--- src/rtl/prio_enc_pkg.sv ---
`default_nettype none
// ============================================================================
// Module   : prio_enc_pkg
// Brief    : Shared mode constants and FSM state encoding for prio_enc_arbiter.
// Revision : 1.0 - initial release
// ============================================================================
package prio_enc_pkg;

    localparam int MODE_FIXED = 0;
    localparam int MODE_RR    = 1;

    typedef enum logic [0:0] {
        ST_IDLE = 1'b0,
        ST_HOLD = 1'b1
    } state_e;

endpackage : prio_enc_pkg
`default_nettype wire

--- src/rtl/prio_enc_core.sv ---
`default_nettype none
// ============================================================================
// Module   : prio_enc_core
// Brief    : Combinational priority encoder, highest set index wins.
// Revision : 1.0 - initial release
// ============================================================================
module prio_enc_core #(
    parameter int N = 8,
    parameter int W = $clog2(N)
) (
    input  logic [N-1:0] in_i,
    output logic         found_o,
    output logic [W-1:0] idx_o,
    output logic [N-1:0] onehot_o
);

    // Ascending scan: the last set bit seen overwrites earlier ones.
    always_comb begin
        found_o  = 1'b0;
        idx_o    = '0;
        onehot_o = '0;
        for (int i = 0; i < N; i++) begin
            if (in_i[i]) begin
                found_o     = 1'b1;
                idx_o       = W'(i);
                onehot_o    = '0;
                onehot_o[i] = 1'b1;
            end
        end
    end

endmodule : prio_enc_core
`default_nettype wire

--- src/rtl/prio_enc_arbiter.sv ---
`default_nettype none
// ============================================================================
// Module   : prio_enc_arbiter
// Brief    : Registered N-way priority/round-robin arbiter with valid/ready out.
// Revision : 1.0 - initial release
// ============================================================================
module prio_enc_arbiter
    import prio_enc_pkg::*;
#(
    parameter int N    = 8,
    parameter int W    = $clog2(N),
    parameter int MODE = MODE_FIXED
) (
    input  logic         clk,
    input  logic         rst_n,
    input  logic [N-1:0] req,
    output logic         out_valid,
    input  logic         out_ready,
    output logic [W-1:0] out_idx,
    output logic [N-1:0] out_onehot,
    output logic         any_req
);

    state_e         state_q;
    logic           out_valid_q;
    logic [W-1:0]   out_idx_q;
    logic [N-1:0]   out_onehot_q;

    logic           w_full_found;
    logic [W-1:0]   w_full_idx;
    logic [N-1:0]   w_full_onehot;
    logic [W-1:0]   w_win_idx;
    logic [N-1:0]   w_win_onehot;

    assign any_req    = |req;
    assign out_valid  = out_valid_q;
    assign out_idx    = out_idx_q;
    assign out_onehot = out_onehot_q;

    prio_enc_core #(.N(N), .W(W)) u_core_full (
        .in_i     (req),
        .found_o  (w_full_found),
        .idx_o    (w_full_idx),
        .onehot_o (w_full_onehot)
    );

    generate
        if (MODE == MODE_RR) begin : g_rr
            logic [W-1:0] rr_ptr_q;
            logic [W-1:0] rr_ptr_d;
            logic [N-1:0] w_mask_req;
            logic         w_mask_found;
            logic [W-1:0] w_mask_idx;
            logic [N-1:0] w_mask_onehot;

            // A load coinciding with an accept must already see the advanced
            // pointer, otherwise the just-served requester would win again.
            always_comb begin
                rr_ptr_d = rr_ptr_q;
                if (out_valid_q && out_ready) begin
                    rr_ptr_d = (out_idx_q == '0) ? W'(N - 1) : out_idx_q - W'(1);
                end
            end

            always_comb begin
                w_mask_req = '0;
                for (int i = 0; i < N; i++) begin
                    w_mask_req[i] = req[i] & (i <= int'(rr_ptr_d));
                end
            end

            prio_enc_core #(.N(N), .W(W)) u_core_mask (
                .in_i     (w_mask_req),
                .found_o  (w_mask_found),
                .idx_o    (w_mask_idx),
                .onehot_o (w_mask_onehot)
            );

            assign w_win_idx    = w_mask_found ? w_mask_idx    : w_full_idx;
            assign w_win_onehot = w_mask_found ? w_mask_onehot : w_full_onehot;

            always_ff @(posedge clk or negedge rst_n) begin
                if (!rst_n) begin
                    rr_ptr_q <= W'(N - 1);
                end else begin
                    rr_ptr_q <= rr_ptr_d;
                end
            end
        end else begin : g_fixed
            assign w_win_idx    = w_full_idx;
            assign w_win_onehot = w_full_onehot;
        end
    endgenerate

    always_ff @(posedge clk or negedge rst_n) begin
        if (!rst_n) begin
            state_q      <= ST_IDLE;
            out_valid_q  <= 1'b0;
            out_idx_q    <= '0;
            out_onehot_q <= '0;
        end else begin
            case (state_q)
                ST_IDLE: begin
                    if (w_full_found) begin
                        state_q      <= ST_HOLD;
                        out_valid_q  <= 1'b1;
                        out_idx_q    <= w_win_idx;
                        out_onehot_q <= w_win_onehot;
                    end
                end
                ST_HOLD: begin
                    // Grant is sticky until accepted; req is ignored meanwhile.
                    if (out_ready) begin
                        if (w_full_found) begin
                            out_valid_q  <= 1'b1;
                            out_idx_q    <= w_win_idx;
                            out_onehot_q <= w_win_onehot;
                        end else begin
                            state_q      <= ST_IDLE;
                            out_valid_q  <= 1'b0;
                            out_idx_q    <= '0;
                            out_onehot_q <= '0;
                        end
                    end
                end
            endcase
        end
    end

endmodule : prio_enc_arbiter
`default_nettype wire

--- config.mk ---
export PLATFORM = sky130hd
export DESIGN_NAME = prio_enc_arbiter
export DESIGN_NICKNAME = d
export VERILOG_FILES = /design/src/rtl/prio_enc_pkg.sv /design/src/rtl/prio_enc_core.sv /design/src/rtl/prio_enc_arbiter.sv
export SDC_FILE = /design/constraint.sdc
export NUM_CORES = 1
export LEC_CHECK = 0
export CORE_MARGIN = 2
export CORE_UTILIZATION = 44
export CTS_CLUSTER_DIAMETER = 30
export DETAILED_ROUTE_END_ITERATION = 8
export PLACE_DENSITY = 0.91
export SLEW_MARGIN = 10
export SYNTH_ARGS = -nofsm -noshare
export SYNTH_HDL_FRONTEND = slang
export SYNTH_SLANG_ARGS = --single-unit
export TNS_END_PERCENT = 20
--- constraint.sdc ---
create_clock -name clk -period 2.5 [get_ports clk]
set_input_delay 0.5 -clock clk [delete_from_list [all_inputs] [get_ports clk]]
set_output_delay 0.5 -clock clk [all_outputs]
set_load 0.005 [all_outputs]
==> flow_summary.toml, run 1 <==
[status]
run_status = "completed"

[placed_design]
hpwl_um = 1170
post-place-ws_ns = -0.194
place.gp.congestion = 0.809
port_buffers = 23
place_inst = 109

[clock_tree]
tritoncts = "done"
root_buffer = "clkbuf_4"
cts-htree-levels = 1
cts_sinks = 13
ctsHoldBuffers = 0
clk_pin_slew_ns = 0.07
clock_path_buffers = 2
clk_latency_ns = 0.28
numCtsBuffers = 3
cts_setup_buffers = 0

[hold_path]
hp-class = "register to register"

[routing]
num_vias = 637
drtIter0Drc = 11
drt-total-wl_um = 1560
dr.pass1.iters = 4
drt-vias-per-instance = 5.64
drc = 0
ant_nets = 0
wl_per_cell_um = 13.8

[synth]
synthesis.nets = 73
avgSynthCellArea_um2 = 10.1
netlist_instances = 62
yosysSeqAreaShare_pct = 52.1
ys_ff_latch = 13
ys.warnings.count = 0
synth_cell_types = 28
syn_area_um2 = 624

[power_and_ir_drop]
power.total_mw = 0.440
peakVddDrop_uv = 301
p_leak_nw = 0.429
powerDensity_nw_per_um2 = 454

[sta]
rsz0062_at_grt = "false"
setup_viol = 0
fin_crit_ns = 2.40
hold_viol_final = 0
fmax_ghz = 0.417
post-route-period-util_pct = 95.9
slew_viol_final = 0
worst_slack_ns = 0.103
tightestPinTransition_ns = 0.589
hold_slack_ns = 0.467
finalClockSkew_ns = 0.000529
max_slew_margin_pct = 60.6

[finish]
drive_above_1_share_pct = 19.4
stdcell_count = 113
fin_nets = 110
syn2layout_area_growth_pct = 55.1
diodes = 0
fin_util_pct = 73.5

[grt]
grt_pass1_wl_um = 2840
grt_pass1_vias = 617
antenna_found_initial = 0
grt_overflow = 0
grt.total_usage_pct = 22.0
grt_max_degree = 14

[setup_path]
path_delay_family = "buffers and inverters"
critPathArrivalTime_ns = 1.90
crit_slowest_cell = "or4_4"
cp-start-kind = "primary input"
crit_path_max_incr_delay_ns = 0.44
crit_required_ns = 2.00
crit_buf_inv = 3
critPathMaxFanout = 2
path_cells = "clkdlybuf4s50_1 -> or4_4 -> nor4_4 -> inv_2 -> dlygate4sd2_1"
worstSetupPathType = "primary input to output port"
crit_path_end_kind = "output port"

[floorplan]
die_w_um = 41.7
rows = 13
die-area_um2 = 1740
die_h_um = 41.7
core_um2 = 1320
design.portCount = 24
start_util_pct = 47.4

[flow_run]
drv_cap = 0
-- routing by layer --
metal	track usage, %	wire length (µm)	vias up
li1	-	-	304
met1	28.1	686	305
met2	33.8	759	21
met3	4.78	56	7
met4	13.5	55	0
met5	0	0	-
-- logic make-up (layout without fill, tap and decap cells) --
| logic type | Yosys count | count (layout) | synth area share, % |
|---|---|---|---|
| AND/OR/NAND/NOR | 27 | 27 | 24.0 |
| AO/OA/AOI/OAI | 16 | 16 | 20.0 |
| flip-flops | 13 | 13 | 52.1 |
| buffers and inverters | 6 | 42 | 3.81 |
-- metrics by stage --
step                TNS [ns]  cell area (µm²)
floorplan                  0              624
global placement      -0.198              947
detailed placement    -0.194              947
CTS                        0              968
global route               0              968
finish                     0              968
-- area by class of cell --
class / count / area [µm²]
Clock buffer: 4 / 26.3
Timing Repair Buffer: 34 / 308
Sequential cell: 13 / 325
Tap cell: 15 / 18.8
Fill cell: 96 / 349
Multi-Input combinational cell: 43 / 275
Inverter: 4 / 15.0
-- worst reg2reg max path: cells and delay by family (launching register included) --
family / cells / cell delay [ns]
AO/OA/AOI/OAI: 2 / 0.57
buffers and inverters: 1 / 0.15
AND/OR/NAND/NOR: 1 / 0.14
flip-flops: 1 / 0.41
-- power by group --
| part | internal [mW] | total [mW] | switching [mW] |
|---|---|---|---|
| Clock | 0.0619 | 0.129 | 0.0672 |
| Combinational | 0.0490 | 0.0859 | 0.0369 |
| Sequential | 0.220 | 0.225 | 0.00515 |
| Total | 0.331 | 0.440 | 0.109 |
-- final timing paths --
path / startpoint / endpoint / slack [ns] / cells past startpoint
setup / recovery: req[5] / any_req / 0.10 / 5
hold / removal: out_onehot[3] / out_onehot[3] / 0.47 / 2
setup reg to reg: state_q / out_idx[1] / 1.12 / 4
hold reg to reg: out_onehot[3] / out_onehot[3] / 0.47 / 2
max in group asynchronous: rst_n / out_onehot[4] / 1.53 / 1
min in group asynchronous: rst_n / out_idx[2] / 0.59 / 1
-- cells in the mapped netlist --
library cell | count | area share, %
a21oi_1 | 2 | 1.6
a22o_1 | 1 | 1.4
a22oi_1 | 1 | 1.2
a311oi_1 | 1 | 1.4
a31oi_1 | 1 | 1.0
a32o_1 | 2 | 3.2
a41o_1 | 1 | 1.6
and2_1 | 1 | 1.0
buf_2 | 1 | 0.80
clkbuf_1 | 1 | 0.60
dfrtp_1 | 13 | 52
inv_1 | 3 | 1.8
inv_2 | 1 | 0.60
nand2_1 | 12 | 7.2
nand2b_1 | 1 | 1.0
nand3_1 | 1 | 0.80
nand4b_1 | 1 | 1.4
nor2_1 | 4 | 2.4
nor2_2 | 1 | 1.0
nor2b_1 | 1 | 1.0
nor4_1 | 2 | 2.0
nor4_4 | 1 | 3.4
o21ai_0 | 1 | 0.80
o31a_1 | 1 | 1.4
o31ai_1 | 3 | 3.6
o41ai_1 | 2 | 2.8
or2_2 | 1 | 1.0
or4_4 | 1 | 1.8
-- layout by cell type (no fill, tap or decap) --
cell / synthesis / final
inv_2: 1 / 1
or2_2: 1 / 1
o41ai_1: 2 / 2
nor2_2: 1 / 1
a32o_1: 2 / 2
o31a_1: 1 / 1
a22o_1: 1 / 1
nor4_4: 1 / 1
dfrtp_1: 13 / 13
buf_4: 0 / 11
clkdlybuf4s50_1: 0 / 19
clkbuf_4: 0 / 3
nand4b_1: 1 / 1
nor4_1: 2 / 2
inv_1: 3 / 3
dlygate4sd2_1: 0 / 4
nand2_1: 12 / 12
a21oi_1: 2 / 2
nor2_1: 4 / 4
a22oi_1: 1 / 1
nand3_1: 1 / 1
a311oi_1: 1 / 1
o21ai_0: 1 / 1
or4_4: 1 / 1
and2_1: 1 / 1
o31ai_1: 3 / 3
nor2b_1: 1 / 1
a31oi_1: 1 / 1
clkbuf_1: 1 / 1
nand2b_1: 1 / 1
a41o_1: 1 / 1
-- sequential cells by signal (all words and copies together) (netlist names) --
name        count
out_idx         3
out_onehot      8
out_valid       1
state_q         1
-- repair_timing --
action | CTS | global route
resized for setup | 4 | 0
endpoints found under the setup margin | 1 | 1
pin swaps | 2 | 1
hold endpoints to repair | 0 | 0
Power figures use the tool's default switching activity.
==> run 2: changes to the inputs <==
- GPL_ROUTABILITY_DRIVEN: default -> 0
==> results of run 2 <==
Final layout, timing and power as in run 1 (identical DEF).
==> run 3: changes to the inputs <==
- REMOVE_ABC_BUFFERS: default -> 1
==> flow_summary.toml, run 3 (synthesis gave the netlist of run 1 again) <==
[status]
run_status = "completed"

[setup_path]
crit_required_ns = 2.00
cp-start-kind = "primary input"
r2r.worst_path.cells = 4
crit_slowest_cell = "or4_4"
crit_path_max_incr_delay_ns = 0.55
critPathArrivalTime_ns = 1.92
path_cells = "clkdlybuf4s50_1 -> or4_4 -> nor4_4 -> inv_2 -> clkdlybuf4s15_2"
worstSetupPathType = "primary input to output port"
critPathMaxFanout = 2
timing.rr.end = "out_idx[1]"
r2r_slack_ns = 1.06
crit_path_end_kind = "output port"
r2r_start = "state_q"

[sta]
max_slew_margin_pct = 61.2
finalClockSkew_ns = 0.00114
slew_viol_final = 0
tightestPinTransition_ns = 0.581
hold_slack_ns = 0.484
post-route-period-util_pct = 97.0
rsz0062_at_grt = "false"
setup_viol = 0
worst_slack_ns = 0.0761
fmax_ghz = 0.413
hold_viol_final = 0
fin_crit_ns = 2.42

[placed_design]
place_inst = 108
post-place-ws_ns = -0.283
port_buffers = 23
hpwl_um = 1340

[flow_run]
drv_cap = 0

[hold_path]
min_to = "out_onehot[6]"
hp-start = "out_onehot[6]"
worstHoldPathCells = 2
hp-class = "register to register"

[finish]
syn2layout_area_growth_pct = 57.1
stdcell_count = 114
fin_nets = 111
final_cell_mix = "clkdlybuf4s50_1, dfrtp_1, nand2_1, buf_4, nor2_1"
diodes = 0
drive_above_1_share_pct = 21.2
final_common_cell = "clkdlybuf4s50_1"
largest_reg_flops = 8

[routing]
drt-total-wl_um = 1880
drc = 0
dr.pass1.iters = 4
drtIter0Drc = 55
drt-vias-per-instance = 5.84
ant_nets = 0
num_vias = 666
wl_per_cell_um = 16.5

[floorplan]
start_util_pct = 47.4
die_h_um = 41.7
core_um2 = 1320
design.portCount = 24
die_w_um = 41.7
rows = 13
die-area_um2 = 1740

[power_and_ir_drop]
p_leak_nw = 0.434
powerDensity_nw_per_um2 = 457
peakVddDrop_uv = 247

[clock_tree]
clock_path_buffers = 2
clk_latency_ns = 0.28
cts-htree-levels = 1
root_buffer = "clkbuf_4"
numCtsBuffers = 3
cts_sinks = 13
tritoncts = "done"
clk_pin_slew_ns = 0.08

[grt]
grt.total_usage_pct = 24.2
antenna_found_initial = 0
grt_pass1_vias = 659
grt_pass1_wl_um = 3150
grt_max_degree = 14
grt_overflow = 0
-- run 3: worst max path at each step --
stage               startpoint  endpoint  slack, ns  depth (start not counted)
global route            req[4]   any_req       0.01                          5
floorplan               req[5]   any_req       0.64                          3
global placement        req[5]   any_req      -0.23                          5
finish                  req[4]   any_req       0.08                          5
detailed placement      req[6]   any_req      -0.28                          5
CTS                     req[4]   any_req       0.01                          5
-- run 3: what timing repair did --
| item | CTS | global route |
|---|---|---|
| gates resized for setup | 4 | 0 |
| endpoints found under the setup margin | 1 | 1 |
| pin swaps | 2 | 1 |
| hold buffers | 0 | 0 |
| buffers inserted | 2 | 0 |
-- run 3: power by group --
part	switching [mW]	leakage [nW]	total (mW)	internal (mW)
logic	0.0397	0.260	0.0890	0.0494
clock network	0.0711	0.0150	0.133	0.0621
registers	0.00688	0.159	0.226	0.220
total	0.118	0.434	0.449	0.331
-- run 3: critical path, delay by kind of cell --
kind / cells / cell delay, ns
and+or+nand+nor: 2 / 0.74
buffers and inverters: 3 / 0.69
-- run 3: routing by layer --
layer / vias to the layer above / global-route usage (%) / wire length [µm]
met5: - / 0 / 0
met4: 0 / 11.6 / 48
met3: 9 / 4.78 / 181
met2: 55 / 40.0 / 911
met1: 300 / 30.1 / 740
li1: 302 / - / -
-- run 3: stage by stage --
stage	utilization (%)	setup TNS (ns)	instance area (µm²)	power (mW)
after detailed placement	71.3	-0.283	940	0.318
final	74.5	0	981	0.449
after global placement	71.3	-0.234	940	0.315
after global routing	74.5	0	981	0.467
after floorplan	-	0	616	0.253
after CTS	74.5	0	981	0.447
-- run 3: layout make-up --
| cell class | instances | area (µm²) |
|---|---|---|
| timing repair buffer | 35 | 320 |
| clock buffer | 4 | 26.3 |
| sequential | 13 | 325 |
| fill | 97 | 337 |
| inverter | 4 | 15.0 |
| multi-input combinational | 43 | 275 |
| tap | 15 | 18.8 |
